===== config.mk =====
export PLATFORM = sky130hd
export DESIGN_NAME = mod_run_controller
export DESIGN_NICKNAME = d
export VERILOG_FILES = /design/src/rtl/mod_run_controller_pkg.sv /design/src/rtl/mod_sat_counter.sv /design/src/rtl/mod_run_controller.sv
export SDC_FILE = /design/constraint.sdc
export NUM_CORES = 1
export LEC_CHECK = 0
export CORE_UTILIZATION = 41
export CTS_BUF_LIST = sky130_fd_sc_hd__clkbuf_8
export CTS_CLUSTER_DIAMETER = 150
export DETAILED_ROUTE_END_ITERATION = 10
export PLACE_DENSITY = 0.77
export SLEW_MARGIN = 40
export SYNTH_ARGS = -nofsm -noshare
export SYNTH_HDL_FRONTEND = slang
export SYNTH_SLANG_ARGS = --single-unit

===== constraint.sdc =====
create_clock -name clk -period 5.4 [get_ports clk]
set_input_delay 1.08 -clock clk [delete_from_list [all_inputs] [get_ports clk]]
set_output_delay 1.08 -clock clk [all_outputs]
set_load 0.01 [all_outputs]

===== src/rtl/mod_run_controller_pkg.sv =====
// mod_run_controller_pkg: state encoding and fixed timing constants for the run controller
package mod_run_controller_pkg;
  typedef enum logic [2:0] {
    S_IDLE      = 3'd0,
    S_RESET_CPU = 3'd1,
    S_RUN       = 3'd2,
    S_STEP_WAIT = 3'd3,
    S_STEP_EXEC = 3'd4,
    S_DRAIN     = 3'd5,
    S_DUMP      = 3'd6,
    S_DONE      = 3'd7
  } state_t;
  localparam int RESET_LEN = 2;
endpackage


===== src/rtl/mod_sat_counter.sv =====
// mod_sat_counter: up-counter with synchronous clear that sticks at all-ones
// ports: clk, rst (sync, active-high), clr_i (priority clear), inc_i, cnt_o
module mod_sat_counter #(
  parameter int CNT_W = 32
) (
  input  logic             clk,
  input  logic             rst,
  input  logic             clr_i,
  input  logic             inc_i,
  output logic [CNT_W-1:0] cnt_o
);
  logic [CNT_W-1:0] cnt_q, cnt_d;
  always_comb cnt_d = clr_i ? '0 : (inc_i && !(&cnt_q)) ? cnt_q + 1'b1 : cnt_q;
  always_ff @(posedge clk) cnt_q <= rst ? '0 : cnt_d;
  assign cnt_o = cnt_q;
endmodule


===== src/rtl/mod_run_controller.sv =====
// mod_run_controller: sequences core reset, free-run/single-step, end detection, drain and dump
// inputs:  clk, reset (sync, active-high), start, step_en, step, mem_end, pc
// outputs: cpu_reset, hold, dump_all, busy, done, timeout, cycle_count, instr_count, end_pc
module mod_run_controller
  import mod_run_controller_pkg::*;
#(
  parameter int DRAIN_CYCLES   = 10,
  parameter int TIMEOUT_INSTRS = 65535,
  parameter int CNT_W          = 32
) (
  input  logic             clk,
  input  logic             reset,
  input  logic             start,
  input  logic             step_en,
  input  logic             step,
  input  logic             mem_end,
  input  logic [31:0]      pc,
  output logic             cpu_reset,
  output logic             hold,
  output logic             dump_all,
  output logic             busy,
  output logic             done,
  output logic             timeout,
  output logic [CNT_W-1:0] cycle_count,
  output logic [CNT_W-1:0] instr_count,
  output logic [31:0]      end_pc
);
  // one down-counter times both the core-reset window and the drain window
  localparam int DW = $clog2(DRAIN_CYCLES + RESET_LEN);
  state_t state_q, state_d;
  logic [DW-1:0] cnt_q, cnt_d;
  logic timeout_q, timeout_d;
  logic [31:0] end_pc_q, end_pc_d;
  logic [CNT_W-1:0] instr_next;
  logic exec, retire, wd_hit, clr;
  assign exec = state_q == S_RUN || state_q == S_STEP_EXEC;
  // an instruction only commits when the fetch is not past the program end
  assign retire = exec && !mem_end;
  assign instr_next = instr_count + 1'b1;
  assign wd_hit = TIMEOUT_INSTRS != 0 && instr_next == CNT_W'(TIMEOUT_INSTRS);
  assign clr = (state_q == S_IDLE || state_q == S_DONE) && start;
  always_comb begin
    state_d = state_q;
    cnt_d = cnt_q;
    timeout_d = timeout_q;
    end_pc_d = end_pc_q;
    case (state_q)
      S_IDLE, S_DONE: if (start) begin
        state_d = S_RESET_CPU;
        cnt_d = DW'(RESET_LEN - 1);
        timeout_d = 1'b0;
      end
      S_RESET_CPU: if (cnt_q == '0) state_d = step_en ? S_STEP_WAIT : S_RUN;
        else cnt_d = cnt_q - 1'b1;
      S_RUN, S_STEP_EXEC: if (mem_end || wd_hit) begin
        state_d = S_DRAIN;
        cnt_d = DW'(DRAIN_CYCLES - 1);
        end_pc_d = pc;
        timeout_d = !mem_end;
      end else if (step_en || state_q == S_STEP_EXEC) state_d = S_STEP_WAIT;
      S_STEP_WAIT: if (mem_end) begin
        state_d = S_DRAIN;
        cnt_d = DW'(DRAIN_CYCLES - 1);
        end_pc_d = pc;
      end else if (step) state_d = S_STEP_EXEC;
      else if (!step_en) state_d = S_RUN;
      S_DRAIN: if (cnt_q == '0) state_d = S_DUMP;
        else cnt_d = cnt_q - 1'b1;
      S_DUMP: state_d = S_DONE;
      default: state_d = S_IDLE;
    endcase
  end
  always_ff @(posedge clk) begin
    if (reset) begin
      state_q <= S_IDLE;
      cnt_q <= '0;
      timeout_q <= 1'b0;
      end_pc_q <= '0;
    end else begin
      state_q <= state_d;
      cnt_q <= cnt_d;
      timeout_q <= timeout_d;
      end_pc_q <= end_pc_d;
    end
  end
  assign cpu_reset = state_q == S_IDLE || state_q == S_RESET_CPU;
  assign hold = !retire;
  assign dump_all = state_q == S_DUMP;
  assign busy = !(state_q == S_IDLE || state_q == S_DONE);
  assign done = state_q == S_DONE;
  assign timeout = timeout_q;
  assign end_pc = end_pc_q;
  mod_sat_counter #(.CNT_W(CNT_W)) u_cycle_cnt (
    .clk(clk), .rst(reset), .clr_i(clr), .inc_i(busy), .cnt_o(cycle_count)
  );
  mod_sat_counter #(.CNT_W(CNT_W)) u_instr_cnt (
    .clk(clk), .rst(reset), .clr_i(clr), .inc_i(retire), .cnt_o(instr_count)
  );
endmodule

==> impl_metrics.py <==
metrics = {
    "synthesis": {
        "async_flop_share_pct": 0,
        "synth_edf_count": 0,
        "synth_cell_types": 59,
        "avgSynthCellArea_um2": 8.05,
        "syn_area_mm2": 0.00534,
        "synth_ff_type": "dfxtp_1",
        "yosysSeqAreaShare_pct": 39.0,
        "yosys_warnings": 0,
        "syn_inst": 663,
        "synth-seq-cells": 104,
        "synth_fp_nets": 705,
    },
    "layout": {
        "drive_gt1_share_pct": 4.09,
        "diodes": 0,
        "final_cells": 955,
        "fill_cells": 1183,
        "area.growth.synth_to_final_pct": 32.2,
        "multi_input_comb_area_mm2": 0.00302,
        "final-seq-area_mm2": 0.00208,
        "nets": 820,
    },
    "placed_design": {
        "gp_congestion": 0.846,
        "hpwl_um": 9440,
        "port_buffers": 139,
        "placedCellCount": 939,
    },
    "sta": {
        "fin_crit_ps": 3760,
        "worstMarginPinSlew_ps": 723,
        "slew_violations": 0,
        "min_period_over_period_pct": 69.6,
        "setup_tns_ps": 0,
        "finalSetupViolCount": 0,
        "fmax_ghz": 0.266,
        "slew_headroom_pct": 51.4,
        "hold_violations": 0,
        "rsz0062_at_grt": "no",
        "skew_ps": 9.00,
    },
    "pwr": {
        "p_per_area_mw_per_mm2": 224,
        "total_power_uw": 1580,
        "vdd_ir_drop_max_uv": 107,
        "p_leak_uw": 0.00252,
    },
    "setup_path": {
        "r2r_start": "u_instr_cnt.cnt_o[0]$_SDFFE_PP0P_",
        "rr_worst_depth": 10,
        "start_kind": "register",
        "crit_end": "end_pc[27]$_SDFFE_PP0P_",
        "cp-startpoint": "u_instr_cnt.cnt_o[0]$_SDFFE_PP0P_",
        "r2r_slack_ps": 1640,
        "r2r_end": "end_pc[27]$_SDFFE_PP0P_",
        "arrival_ps": 4000,
        "end_kind": "register",
        "required_ps": 5650,
        "path_max_fanout": 32,
        "worstSetupPathType": "reg2reg",
    },
    "route": {
        "viasPerCell": 5.15,
        "totalWireLength_um": 13300,
        "firstDrtPassIters": 4,
        "wl_met1_um": 6340,
        "drt_iter0_markers": 304,
        "ant_nets": 0,
        "vias": 4916,
        "post-route-drc-count": 0,
        "dr.max_layer_used": "met4",
        "wl_met3_um": 522,
        "wl_met2_um": 6180,
        "post_drt_wl_per_cell_um": 13.9,
    },
    "clock_network": {
        "numCtsBuffers": 9,
        "hold_buffers": 0,
        "htree_levels": 3,
        "post_cts_buffers": 0,
        "clk_latency_ps": 380,
        "path_clk_slew_ps": 100,
        "clock_sinks": 104,
        "cts.path.max_buffers": 2,
        "tritoncts": "done",
        "ctsResizeCount": 0,
        "clock-root-buffer": "clkbuf_8",
    },
    "grt": {
        "overflow": 0,
        "antenna_found_initial": 0,
        "grt_max_degree": 68,
        "grt_pass1_wl_um": 21100,
        "grt_usage_pct": 19.7,
        "grt_pass1_vias": 4285,
    },
    "worst_hold_path": {
        "hold_path_depth": 2,
        "hold_class": "reg2reg",
        "hp-start": "end_pc[7]$_SDFFE_PP0P_",
    },
    "floorplanning": {
        "rows": 41,
        "fp.dieW_um": 116,
        "dieHeight_um": 116,
        "fp.dieArea_mm2": 0.0135,
        "core_area_mm2": 0.0127,
        "ios": 140,
        "start_util_pct": 42.1,
    },
    "run": {
        "cap_violations": 0,
    },
    "run_status": {
        "status": "finished, final reports clean",
    },
}
==> placed cells by master (no fill, tap or decap), types with 10 or more instances in the layout <==
cell and instances:
dfxtp_1 104, a21oi_1 16, nand3_1 31, nand4_1 28
nand2_1 97, nor3_1 13, xor2_1 30, or3_1 10
nor2_1 88, clkbuf_8 11, inv_1 19, xnor2_1 35
mux2i_1 34, o21ai_0 21, clkdlybuf4s50_1 139
==> critical path, stage by stage (launching register included) <==
cell and delay, ps:
dfxtp_1 460, ha_1 370, nand3_1 210, or4_1 550, or3_1 370, a211oi_1 220
nand4_1 220, o31ai_1 570, a221oi_4 130, buf_4 320, mux2i_1 190
==> synth_stat cells (2+ instances only) <==
cell type | count | area [um2]
a211oi_1 | 9 | 67.6
buf_2 | 5 | 25.0
nor4_2 | 2 | 25.0
nor3_1 | 13 | 65.1
clkbuf_1 | 31 | 116
a21oi_1 | 16 | 80.1
a2111oi_0 | 2 | 17.5
a211o_1 | 3 | 26.3
o21a_1 | 2 | 15.0
or4_1 | 2 | 15.0
nand2b_1 | 3 | 18.8
nand4_1 | 28 | 175
and2_1 | 2 | 12.5
o21ai_0 | 21 | 105
nor4_1 | 7 | 43.8
and3_1 | 9 | 56.3
or3_1 | 10 | 62.6
nand3_1 | 31 | 155
mux2i_1 | 34 | 340
nor2b_1 | 6 | 37.5
a41oi_1 | 2 | 17.5
o31ai_1 | 4 | 30.0
o22ai_1 | 2 | 12.5
dfxtp_1 | 104 | 2080
inv_1 | 19 | 71.3
nand2_1 | 98 | 368
and4_1 | 6 | 52.6
nor2_1 | 88 | 330
xor2_1 | 30 | 263
o31a_1 | 2 | 17.5
or2_2 | 4 | 25.0
ha_1 | 4 | 50.1
buf_4 | 3 | 22.5
o41ai_1 | 2 | 17.5
xnor2_1 | 35 | 307
==> flip-flops by register name (all words and copies together), names as in the netlist <==
| name | cells |
|---|---|
| u_instr_cnt.cnt_o | 32 |
| u_cycle_cnt.cnt_o | 32 |
| end_pc | 32 |
| state_q | 3 |
| timeout | 1 |
| cnt_q | 4 |
==> metal layers <==
metal | GRT usage, % | vias up
met4 | 7.69 | 0
met5 | 0 | -
met3 | 2.88 | 13
li1 | - | 2520
met2 | 31.2 | 98
met1 | 27.1 | 2285
==> through the flow <==
step                cell area [um2]  hold WS (ps)  util [%]  worst slack (ps)
floorplan                      5340           457         -              2160
CTS                            7060           467      55.7              1670
global placement               6830           443      53.9              1800
finish                         7060           461      55.7              1640
global route                   7060           483      55.7              1360
detailed placement             6830           450      53.9              1670
==> worst min-delay path by stage <==
stage | to | slack (ps)
6_report | end_pc[7]$_SDFFE_PP0P_ | 460
5_1_grt | end_pc[7]$_SDFFE_PP0P_ | 480
4_1_cts | end_pc[7]$_SDFFE_PP0P_ | 470
3_5_place_dp | end_pc[14]$_SDFFE_PP0P_ | 450
3_3_place_gp | end_pc[5]$_SDFFE_PP0P_ | 440
2_1_floorplan | cnt_q[2]$_SDFFE_PP0P_ | 460
==> final cells by class <==
type,count,area share (%)
well taps,172,3.05
clock buffers,11,2.15
flip-flops and latches,104,29.5
repair buffers,144,20.3
inverters,20,1.06
clock inverters,5,1.12
multi-input cells,499,42.9
==> power breakdown <==
group | internal (uW) | switching [uW] | leakage (uW) | total [uW]
Clock | 286 | 270 | 0.000119 | 555
Sequential | 784 | 24.9 | 0.000839 | 809
Combinational | 101 | 117 | 0.00156 | 218
Total | 1170 | 411 | 0.00252 | 1580
==> cells by family after synthesis <==
family / share of synthesized area (%)
AO/OA/AOI/OAI: 10.4
multiplexers: 6.38
AND/OR/NAND/NOR: 27.9
adder cells (fa/ha/maj): 1.13
buffers and inverters: 4.55
flip-flops: 39.0
XOR/XNOR: 10.7
Power figures use the tool's default switching activity.
